<file path="src/rtl/op_centric_packer.sv">
// Packs p_ratio narrow items popped from an upstream queue into one wide word
// (first item in the LSBs) and pushes it downstream; a flush emits a partial word.
module op_centric_packer #(
    parameter int p_bitwidth = 8,
    parameter int p_ratio    = 4,
    localparam int c_cnt_w   = $clog2(p_ratio + 1),
    localparam int c_out_w   = p_bitwidth * p_ratio
) (
    input  logic                  clk,
    input  logic                  rst,
    output logic                  pop_front_en,
    input  logic                  pop_front_rdy,
    input  logic [p_bitwidth-1:0] pop_front_data,
    output logic                  push_back_en,
    input  logic                  push_back_rdy,
    output logic [c_out_w-1:0]    push_back_data,
    output logic [c_cnt_w-1:0]    push_back_count,
    input  logic                  flush
);

    typedef enum logic [1:0] {
        S_POP,
        S_CAP,
        S_PUSH
    } state_t;

    state_t               state_q, state_d;
    logic [c_cnt_w-1:0]   idx_q, idx_d;
    logic [c_out_w-1:0]   pack_q, pack_d;
    logic                 flush_pend_q, flush_pend_d;
    logic                 flush_req_eff;

    // A flush only matters when at least one lane holds data.
    assign flush_req_eff = (flush | flush_pend_q) & (idx_q != '0);

    always_comb begin
        state_d      = state_q;
        idx_d        = idx_q;
        pack_d       = pack_q;
        flush_pend_d = flush_pend_q;
        pop_front_en = 1'b0;
        push_back_en = 1'b0;

        case (state_q)
            S_POP: begin
                pop_front_en = ~flush_req_eff & pop_front_rdy & ~rst;
                if (flush_req_eff) begin
                    state_d      = S_PUSH;
                    flush_pend_d = 1'b0;
                end else if (pop_front_en) begin
                    state_d = S_CAP;
                end
            end

            // Popped data arrives one cycle after the pop edge, so it is captured here.
            S_CAP: begin
                for (int l = 0; l < p_ratio; l++) begin
                    if (idx_q == c_cnt_w'(l)) begin
                        pack_d[l*p_bitwidth +: p_bitwidth] = pop_front_data;
                    end
                end
                idx_d = idx_q + 1'b1;
                if (idx_q == c_cnt_w'(p_ratio - 1)) begin
                    state_d      = S_PUSH;
                    flush_pend_d = 1'b0;
                end else begin
                    state_d = S_POP;
                    if (flush) begin
                        flush_pend_d = 1'b1;
                    end
                end
            end

            S_PUSH: begin
                push_back_en = push_back_rdy & ~rst;
                if (push_back_en) begin
                    pack_d  = '0;
                    idx_d   = '0;
                    state_d = S_POP;
                end
            end

            default: begin
                state_d = S_POP;
            end
        endcase
    end

    always_ff @(posedge clk) begin
        if (rst) begin
            state_q      <= S_POP;
            idx_q        <= '0;
            pack_q       <= '0;
            flush_pend_q <= 1'b0;
        end else begin
            state_q      <= state_d;
            idx_q        <= idx_d;
            pack_q       <= pack_d;
            flush_pend_q <= flush_pend_d;
        end
    end

    assign push_back_data  = rst ? '0 : pack_q;
    assign push_back_count = rst ? '0 : idx_q;

endmodule
</file>
<file path="config.mk">
export PLATFORM = sky130hd
export DESIGN_NAME = op_centric_packer
export DESIGN_NICKNAME = d
export VERILOG_FILES = /design/src/rtl/op_centric_packer.sv
export SDC_FILE = /design/constraint.sdc
export NUM_CORES = 1
export LEC_CHECK = 0
export BUFFER_PORTS_ARGS = -buffer_cell sky130_fd_sc_hd__buf_2
export CAP_MARGIN = 0
export CORE_ASPECT_RATIO = 1.25
export CORE_MARGIN = 1
export CORE_UTILIZATION = 35
export DETAILED_ROUTE_END_ITERATION = 16
export PLACE_DENSITY_LB_ADDON = 0.08
export RECOVER_POWER = 50
export SYNTH_ARGS = -nofsm -noshare
export SYNTH_HDL_FRONTEND = slang
export SYNTH_SLANG_ARGS = --single-unit
</file>
<file path="constraint.sdc">
create_clock -name clk -period 3.7 [get_ports clk]
set_clock_uncertainty 0.1 [all_clocks]
set_input_delay 0.74 -clock clk [delete_from_list [all_inputs] [get_ports clk]]
set_output_delay 0.74 -clock clk [all_outputs]
set_load 0.05 [all_outputs]
</file>
Word level (Yosys, flattened, before mapping):

Index checks and enable logic that the tools add are counted.

* flip-flop bits (word level): 38
* latch bits: 0
* RAM bits: 0
* ROM bits: 0
* input bits: 13
* output and inout bits: 37
* logic and storage cells: 61
* memories: 0

* add/subtract/negate cells: 1
* multiply operators: 0
* div/mod/pow operators: 0
* magnitude comparators: 0
* equality and inequality tests: 13
* shift operators: 0
* mux-type cells: 21
* bitwise operators: 7
* reductions and logical operators: 12

Operators with widths (count)
* 32-bit two-way mux: 2
* 32-bit one-hot mux with 2 select lines: 1
* 8-bit two-way mux: 4
* 3-bit AND reduction: 5
* 2-bit inequality test, second input constant: 6
* 2-bit two-way mux: 4
* 3-bit by 2-bit equality test with 1-bit output, second input constant: 2
* 3-bit two-way mux: 2
* 3-bit inequality test, second input constant: 2
* 2-bit one-hot mux with 3 select lines: 1
* 3-bit one-hot mux with 2 select lines: 1
* 1-bit two-way mux: 5
* 1-bit AND: 4
* 2-bit AND reduction: 2
* 2-bit nonzero test: 2
* 3-bit by 1-bit adder with 3-bit output, second input constant: 1
* 3-bit by 1-bit equality test with 1-bit output, second input constant: 1
* 3-bit logical NOT: 1
* 3-bit nonzero test: 1
* 2-bit by 1-bit equality test with 1-bit output, second input constant: 1
* 2-bit equality test, second input constant: 1
* 2-bit logical NOT: 1
* 1-bit inverter: 2
* 1-bit one-hot mux with 2 select lines: 1
* 1-bit bitwise OR: 1

Depth between registers and ports, before layout:

Gate-level depths: netlist of run 1.

* word-level depth: 8
* mapped depth: 5

Worst setup path before layout of run 1:

OpenSTA, ideal clock, no wires.

* path type: input-to-output
* from: input rst
* to: output push_back_data[10]
* data arrival time: 1.943 ns
* required time: 2.860 ns
* path slack: 0.917 ns
* cell stages on the path: 4
* buffers on the path: 3
* cell sequence: buf_2 clkbuf_1 buf_2 nor2_1

* cells in the longest elaborated chain, start to end: 1

RTL lines
* start: declaration: RTL line 10 `input logic rst,`
* 32-bit two-way mux: RTL line 103 `assign push_back_data = rst ? '0 : pack_q;`
* end: declaration: RTL line 16 `output logic [c_out_w-1:0] push_back_data,`

No other way between the ends.

Worst setup path after layout of run 1:

* from: input rst
* to: output push_back_en

* cells in the longest elaborated chain, start to end: 3

RTL lines
* 1-bit inverter: RTL line 75 `push_back_en = push_back_rdy & ~rst;`
* 1-bit AND: RTL line 75
* 1-bit two-way mux: RTL line 44 `case (state_q)`
* end: declaration: RTL line 14 `output logic push_back_en,`

No other way between the ends.

==> summary.txt, run 1 <==
Floorplanning
  • Initial Util: 37.1%
  • Core Rows: 29
  • Die area: between 5000 and 6000 sq um
  • Die width: 68.1 um
  • Io pins: 50
  • Core Area: 5150 sq um
  • Die height: 84.7 um

Yosys
  • Post-Syn Instances: around 220
  • Post-synthesis mux area share: 4.19%
  • Ranking of synthesized cells by area: dfxtp_1, o32ai_1, inv_1
  • Count leader, synth: dfxtp_1
  • Post-synth ARST share: 0%
  • Syn Std Cell Area: 1910 sq um
  • EDFF count, synth: 0
  • Adder-cell share of the synthesized area: between 3 and 4%
  • Top_reg_cell synth: dfxtp_1
  • Synth area leader: dfxtp_1
  • Compound-Gate Fraction of Synth Area: approximately 17%
  • Sequential share of the synthesized area: 39.8%
  • XOR/XNOR share of the synthesized area: 0%
  • Avg Cell Area, Syn: roughly 8.9 sq um
  • Post-synthesis register bit count: 38
  • Most frequent cells after synthesis: dfxtp_1, inv_1, nor2_1
  • Simple-Gate Fraction of Synth Area: 25.2%
  • Ys Warns: 0
  • Main combinational cell family by area after synthesis: simple AND/OR/NAND/NOR gates
  • Area fraction of the dominant cell type after synthesis: approximately 40%
  • Unique masters post-synth: 36
  • Synth Net Count: 234

Setup path
  • Worst stage delay on the critical path: 810 ps
  • Critical path data arrival time: roughly 2200 ps
  • Crit Path Class: in2out
  • Worst Path Required: 2860 ps
  • Crit path capture type: primary output
  • Critical-path top delay cell: clkbuf_1
  • Worst path cell trace: clkbuf_1 > nand4bb_1 > buf_4 > inv_1 > buf_2
  • CP Max Fanout: 31
  • Launching element type of the critical path: input pin

Run
  • Max-capacitance violation count: 1

STA
  • Max_slew headroom: -2.06%
  • RSZ-0062 raised after global routing: no
  • Worst slew pin tran: 1510 ps
  • Final setup fails: 0
  • Final Cycle Share: 82.3%
  • Hold Violations, Final: 0
  • Setup TNS: 0 ps
  • Final worst slack: around 660 ps
  • Post-layout minimum cycle time: 3040 ps
  • Final Slew Violations: 9
  • FMAX: 328 MHz

Global routing
  • Largest net degree at the start of global routing: 45
  • Total global routing overflow: 0
  • First-pass GRT wire length: 6980 um
  • GRT Total Usage: 16.0%
  • Number of antenna violations at the first check in global routing: 0
  • Number of global-route vias before repair: 1422

Detailed routing
  • Vias after detailed routing: 1615
  • DRC: 0
  • First drt pass iteration count: 4
  • Antenna violation net count after detailed routing: 0
  • Wire length per cell: ~13 um
  • WL final: around 4300 um
  • Via density: 5.00
  • Iter 0 DRT Violations: 90

Layout
  • NumNets Final: 278
  • Layout Cells excl Fill: 323
  • Non-Filler Cell Area, Final: between 2000 and 2500 sq um
  • Fraction of layout cells with a size suffix above 1: 24.5%
  • Synthesis-to-finish area growth: 20.1%
  • Diode count: 0
  • # fillers: roughly 550

Placement
  • Cell count after placement: 315
  • Dpl ws: 1090 ps
  • Quantity of I/O buffers inserted on ports: 49
  • Final HPWL from detailed placement: 3180 um
  • Post-DP Area: ~2200 sq um
  • RD Place Congestion: about 0.74

CTS
  • Root Buffer: clkbuf_8
  • Clock transition at path regs: about 80 ps
  • CTS sink cnt: 38
  • PostCTS Resize Cnt: 0
  • H-tree depth: 2
  • CTS tree: built
  • Postcts setup bufs: 0
  • CTS Buf Count: 5
  • CTS Hold Bufs: 0
  • Worst skew pair latency: ~290 ps
  • CTS Buffer Depth: 2

Min path
  • Worst Hold Class: reg2reg

Power
  • VDD IR max: ~0.00024 V
  • PwrDens: 467 nW/um^2
  • Leakage: 1.08 nW

Outcome
  • Outcome: finished with violations
  • Failing checks: capacitance limit, slew limit
## layout by cell type (no fill, tap or decap), types with 2 or more instances in the layout
master      n
buf_2      48
dfxtp_1    38
inv_1      33
nor2_1     24
o32ai_1    18
nand2b_1   13
nand2_1    13
nand3b_1    9
mux2i_1     8
nor2b_1     6
ha_1        5
clkbuf_8    5
o21ai_0     4
a32o_1      4
a21oi_1     4
nand4bb_1   3
and4b_1     2
nand4_1     2
nand3_1     2
bufinv_16   2
## critical path, delay by kind of cell
kind	cells	cell delay, ps
buffers and inverters	4	1220
AND/OR/NAND/NOR	1	240
## through the flow
step / hold slack (ps) / util [%] / power, mW
CTS: 384 / 45.0 / 1.09
detailed placement: 362 / 42.3 / 0.665
global route: 407 / 44.6 / 1.13
global placement: 373 / 42.3 / 0.666
finish: 382 / 44.6 / 1.07
floorplan: 343 / - / 0.623
## power by group
| part | internal [mW] | total, mW | switching (mW) |
|---|---|---|---|
| Combinational | 0.0699 | 0.195 | 0.125 |
| Clock | 0.270 | 0.427 | 0.157 |
| Sequential | 0.430 | 0.452 | 0.0218 |
## cell families after synthesis
family | after synthesis
muxes | 8
AOI/OAI and AO/OA | 37
DFF | 38
buffers and inverters | 47
and+or+nand+nor | 81
adders and majority gates | 5
## registers in the layout (all words and copies together), names as in the netlist
name,flops
idx_q,3
pack_q,32
state_q,2
flush_pend_q,1
## worst paths after layout
check                          start                       to  slack [ps]  cells after the start
max                              rst             push_back_en         660                      5
min          pack_q[14]$_SDFFE_PP0P_  pack_q[14]$_SDFFE_PP0P_         380                      2
max reg2reg  state_q[0]$_SDFFE_PP0P_   pack_q[4]$_SDFFE_PP0P_        1280                      3
min reg2reg  pack_q[14]$_SDFFE_PP0P_  pack_q[14]$_SDFFE_PP0P_         380                      2
## layer usage
layer	wire (um)	vias to the layer above	track usage [%]
li1	-	829	-
met1	2010	743	20.1
met2	2050	38	26.0
met3	182	5	4.21
met4	57	0	5.11
met5	0	-	0
## layout make-up
class                           count  area [sq um]  area share [%]
Tap cell                           62          77.6            3.38
Sequential cell                    38           761            33.1
Multi-Input combinational cell    131           927            40.3
Clock inverter                      3          68.8            2.99
Timing Repair Buffer               51           272            11.8
Clock buffer                        5          68.8            2.99
Inverter                           33           124            5.39
No activity file was read; power rests on OpenSTA's default activity.
==> run 2, diff against run 1 <==
==> constraint.sdc (replaced) <==
create_clock -name clk -period 2.6 [get_ports clk]
set_clock_uncertainty 0.1 [all_clocks]
set_input_delay 0.52 -clock clk [delete_from_list [all_inputs] [get_ports clk]]
set_output_delay 0.52 -clock clk [all_outputs]
set_load 0.05 [all_outputs]
==> summary.txt, run 2 (synthesis results as in run 1) <==
Outcome
  • Outcome: complete, no violations

CTS
  • CTS Hold Bufs: 0
  • CTS Buffer Depth: 2
  • CTS tree: built
  • Postcts setup bufs: 0
  • Worst skew pair latency: 280 ps
  • Clock transition at path regs: 70 ps
  • H-tree depth: 2
  • CTS sink cnt: 38
  • Root Buffer: clkbuf_8
  • PostCTS Resize Cnt: 0
  • CTS Buf Count: 5

Global routing
  • Largest net degree at the start of global routing: 73
  • First-pass GRT wire length: 6970 um
  • Total global routing overflow: 0
  • GRT Total Usage: between 10% and 20%
  • Most Crowded Layer GR: met2
  • GR Layer Usage met3: 4.21%
  • Number of global-route vias before repair: 1435
  • Met1 usage: 20.7%
  • Number of antenna violations at the first check in global routing: 0
  • Met2 usage: around 25%

Setup path
  • Worst path cell trace: clkbuf_1 > clkbuf_4 > nand2b_1 > inv_1 > buf_2
  • Crit path capture type: primary output
  • CP Max Fanout: 72
  • Critical-path top delay cell: clkbuf_4
  • Critical path data arrival time: 1720 ps
  • Worst stage delay on the critical path: ~600 ps
  • Launching element type of the critical path: input pin
  • Worst Path Required: 1980 ps
  • Top delay family on crit path: buffers and inverters
  • Crit Path Class: in2out
  • FF-to-FF path depth: 3
  • Buf+Inv Stages, Crit Path: 4
  • Crit path depth: 5

STA
  • Fin Hold WS: 380 ps
  • Final Cycle Share: between 90% and 100%
  • Final setup fails: 0
  • Hold Violations, Final: 0
  • FMAX: roughly 430 MHz
  • Final Slew Violations: 0
  • Worst slew pin tran: 1010 ps
  • Max_slew headroom: between 30% and 40%
  • Setup TNS: 0 ps
  • Final worst slack: 258 ps
  • RSZ-0062 raised after global routing: no
  • Post-layout minimum cycle time: about 2300 ps

Placement
  • Quantity of I/O buffers inserted on ports: 49
  • Dpl ws: roughly 540 ps
  • Final HPWL from detailed placement: 3150 um
  • RD Place Congestion: 0.701
  • Post-DP Area: 2190 sq um

Floorplanning
  • Die width: a little under 70 um
  • Initial Util: between 30% and 40%
  • Die area: ~5800 sq um
  • Die height: 84.7 um
  • Core Area: between 5000 and 6000 sq um
  • Io pins: 50
  • Core Rows: 29

Detailed routing
  • DRC: 0
  • First drt pass iteration count: 4
  • WL final: 4340 um
  • Antenna violation net count after detailed routing: 0
  • Vias after detailed routing: 1609
  • Via density: 4.97
  • Iter 0 DRT Violations: 95
  • Wire length per cell: 13.4 um

Layout
  • Biggest regs: pack_q (32), idx_q (3), state_q (2)
  • Commonest non-fill, non-tap cells in the layout: buf_2, dfxtp_1, inv_1, nor2_1, o32ai_1
  • Fraction of layout cells with a size suffix above 1: 24.0%
  • Biggest register: pack_q
  • Core Util, Final: 44.2%
  • Commonest non-fill, non-tap cell in the layout: buf_2
  • Non-Filler Cell Area, Final: 2280 sq um
  • Synthesis-to-finish area growth: 19.2%
  • Area taken by multi-input logic gates: 913 sq um
  • # fillers: 551
  • FF+latch area: 761 sq um
  • NumNets Final: 279
  • Max FFs per register: 32
  • Diode count: 0

Power
  • Clock power frac: 39.5%
  • VDD IR max: about 0.00032 V
  • PwrDens: 663 nW/um^2
  • Switching power: 0.420 mW
  • Leakage: 1.07 nW
  • Combinational share of power: 18.4%
  • Part of the power in registers: 42.0%
  • Switching Fraction: 27.8%
  • Cell-internal power: 1.09 mW

Min path
  • Worst hold path cell count: 2
  • Worst Hold Class: reg2reg

Run
  • Max-capacitance violation count: 0
run 2: metrics by stage:
stage,std cells,power (mW)
2_1_floorplan,216,0.887
3_3_place_gp,316,0.949
3_5_place_dp,316,0.948
4_1_cts,324,1.55
5_1_grt,324,1.59
6_report,324,1.51
run 2: final timing paths:
check	start	end	slack [ps]
max	rst	push_back_data[16]	260
min	pack_q[22]$_SDFFE_PP0P_	pack_q[22]$_SDFFE_PP0P_	380
max reg2reg	state_q[1]$_SDFFE_PP0P_	pack_q[0]$_SDFFE_PP0P_	530
min reg2reg	pack_q[22]$_SDFFE_PP0P_	pack_q[22]$_SDFFE_PP0P_	380
run 2: area by class of cell:
class	count	area share, %
clock buffer	5	3.02
clock inverter	3	3.02
inverter	33	5.43
multi-input combinational	131	40.1
sequential	38	33.4
tap	62	3.40
timing repair buffer	52	11.7
run 2: worst reg2reg max path: stages, from the launching register on:
cell,delay (ps)
dfxtp_1,430
nand2b_1,350
o21ai_1,850
mux2i_1,270
run 2: routing by layer:
| metal | up-vias | wire (um) |
|---|---|---|
| li1 | 833 | - |
| met1 | 736 | 2050 |
| met2 | 34 | 2050 |
| met3 | 6 | 174 |
| met4 | 0 | 63 |
| met5 | - | 0 |
run 2: power by group through the flow:
stage / logic (mW) / registers (mW) / clock network (mW)
6_report: 0.278 / 0.635 / 0.597
5_1_grt: 0.307 / 0.639 / 0.642
4_1_cts: 0.300 / 0.636 / 0.615
3_5_place_dp: 0.299 / 0.650 / 0
3_3_place_gp: 0.299 / 0.650 / 0
2_1_floorplan: 0.245 / 0.642 / 0
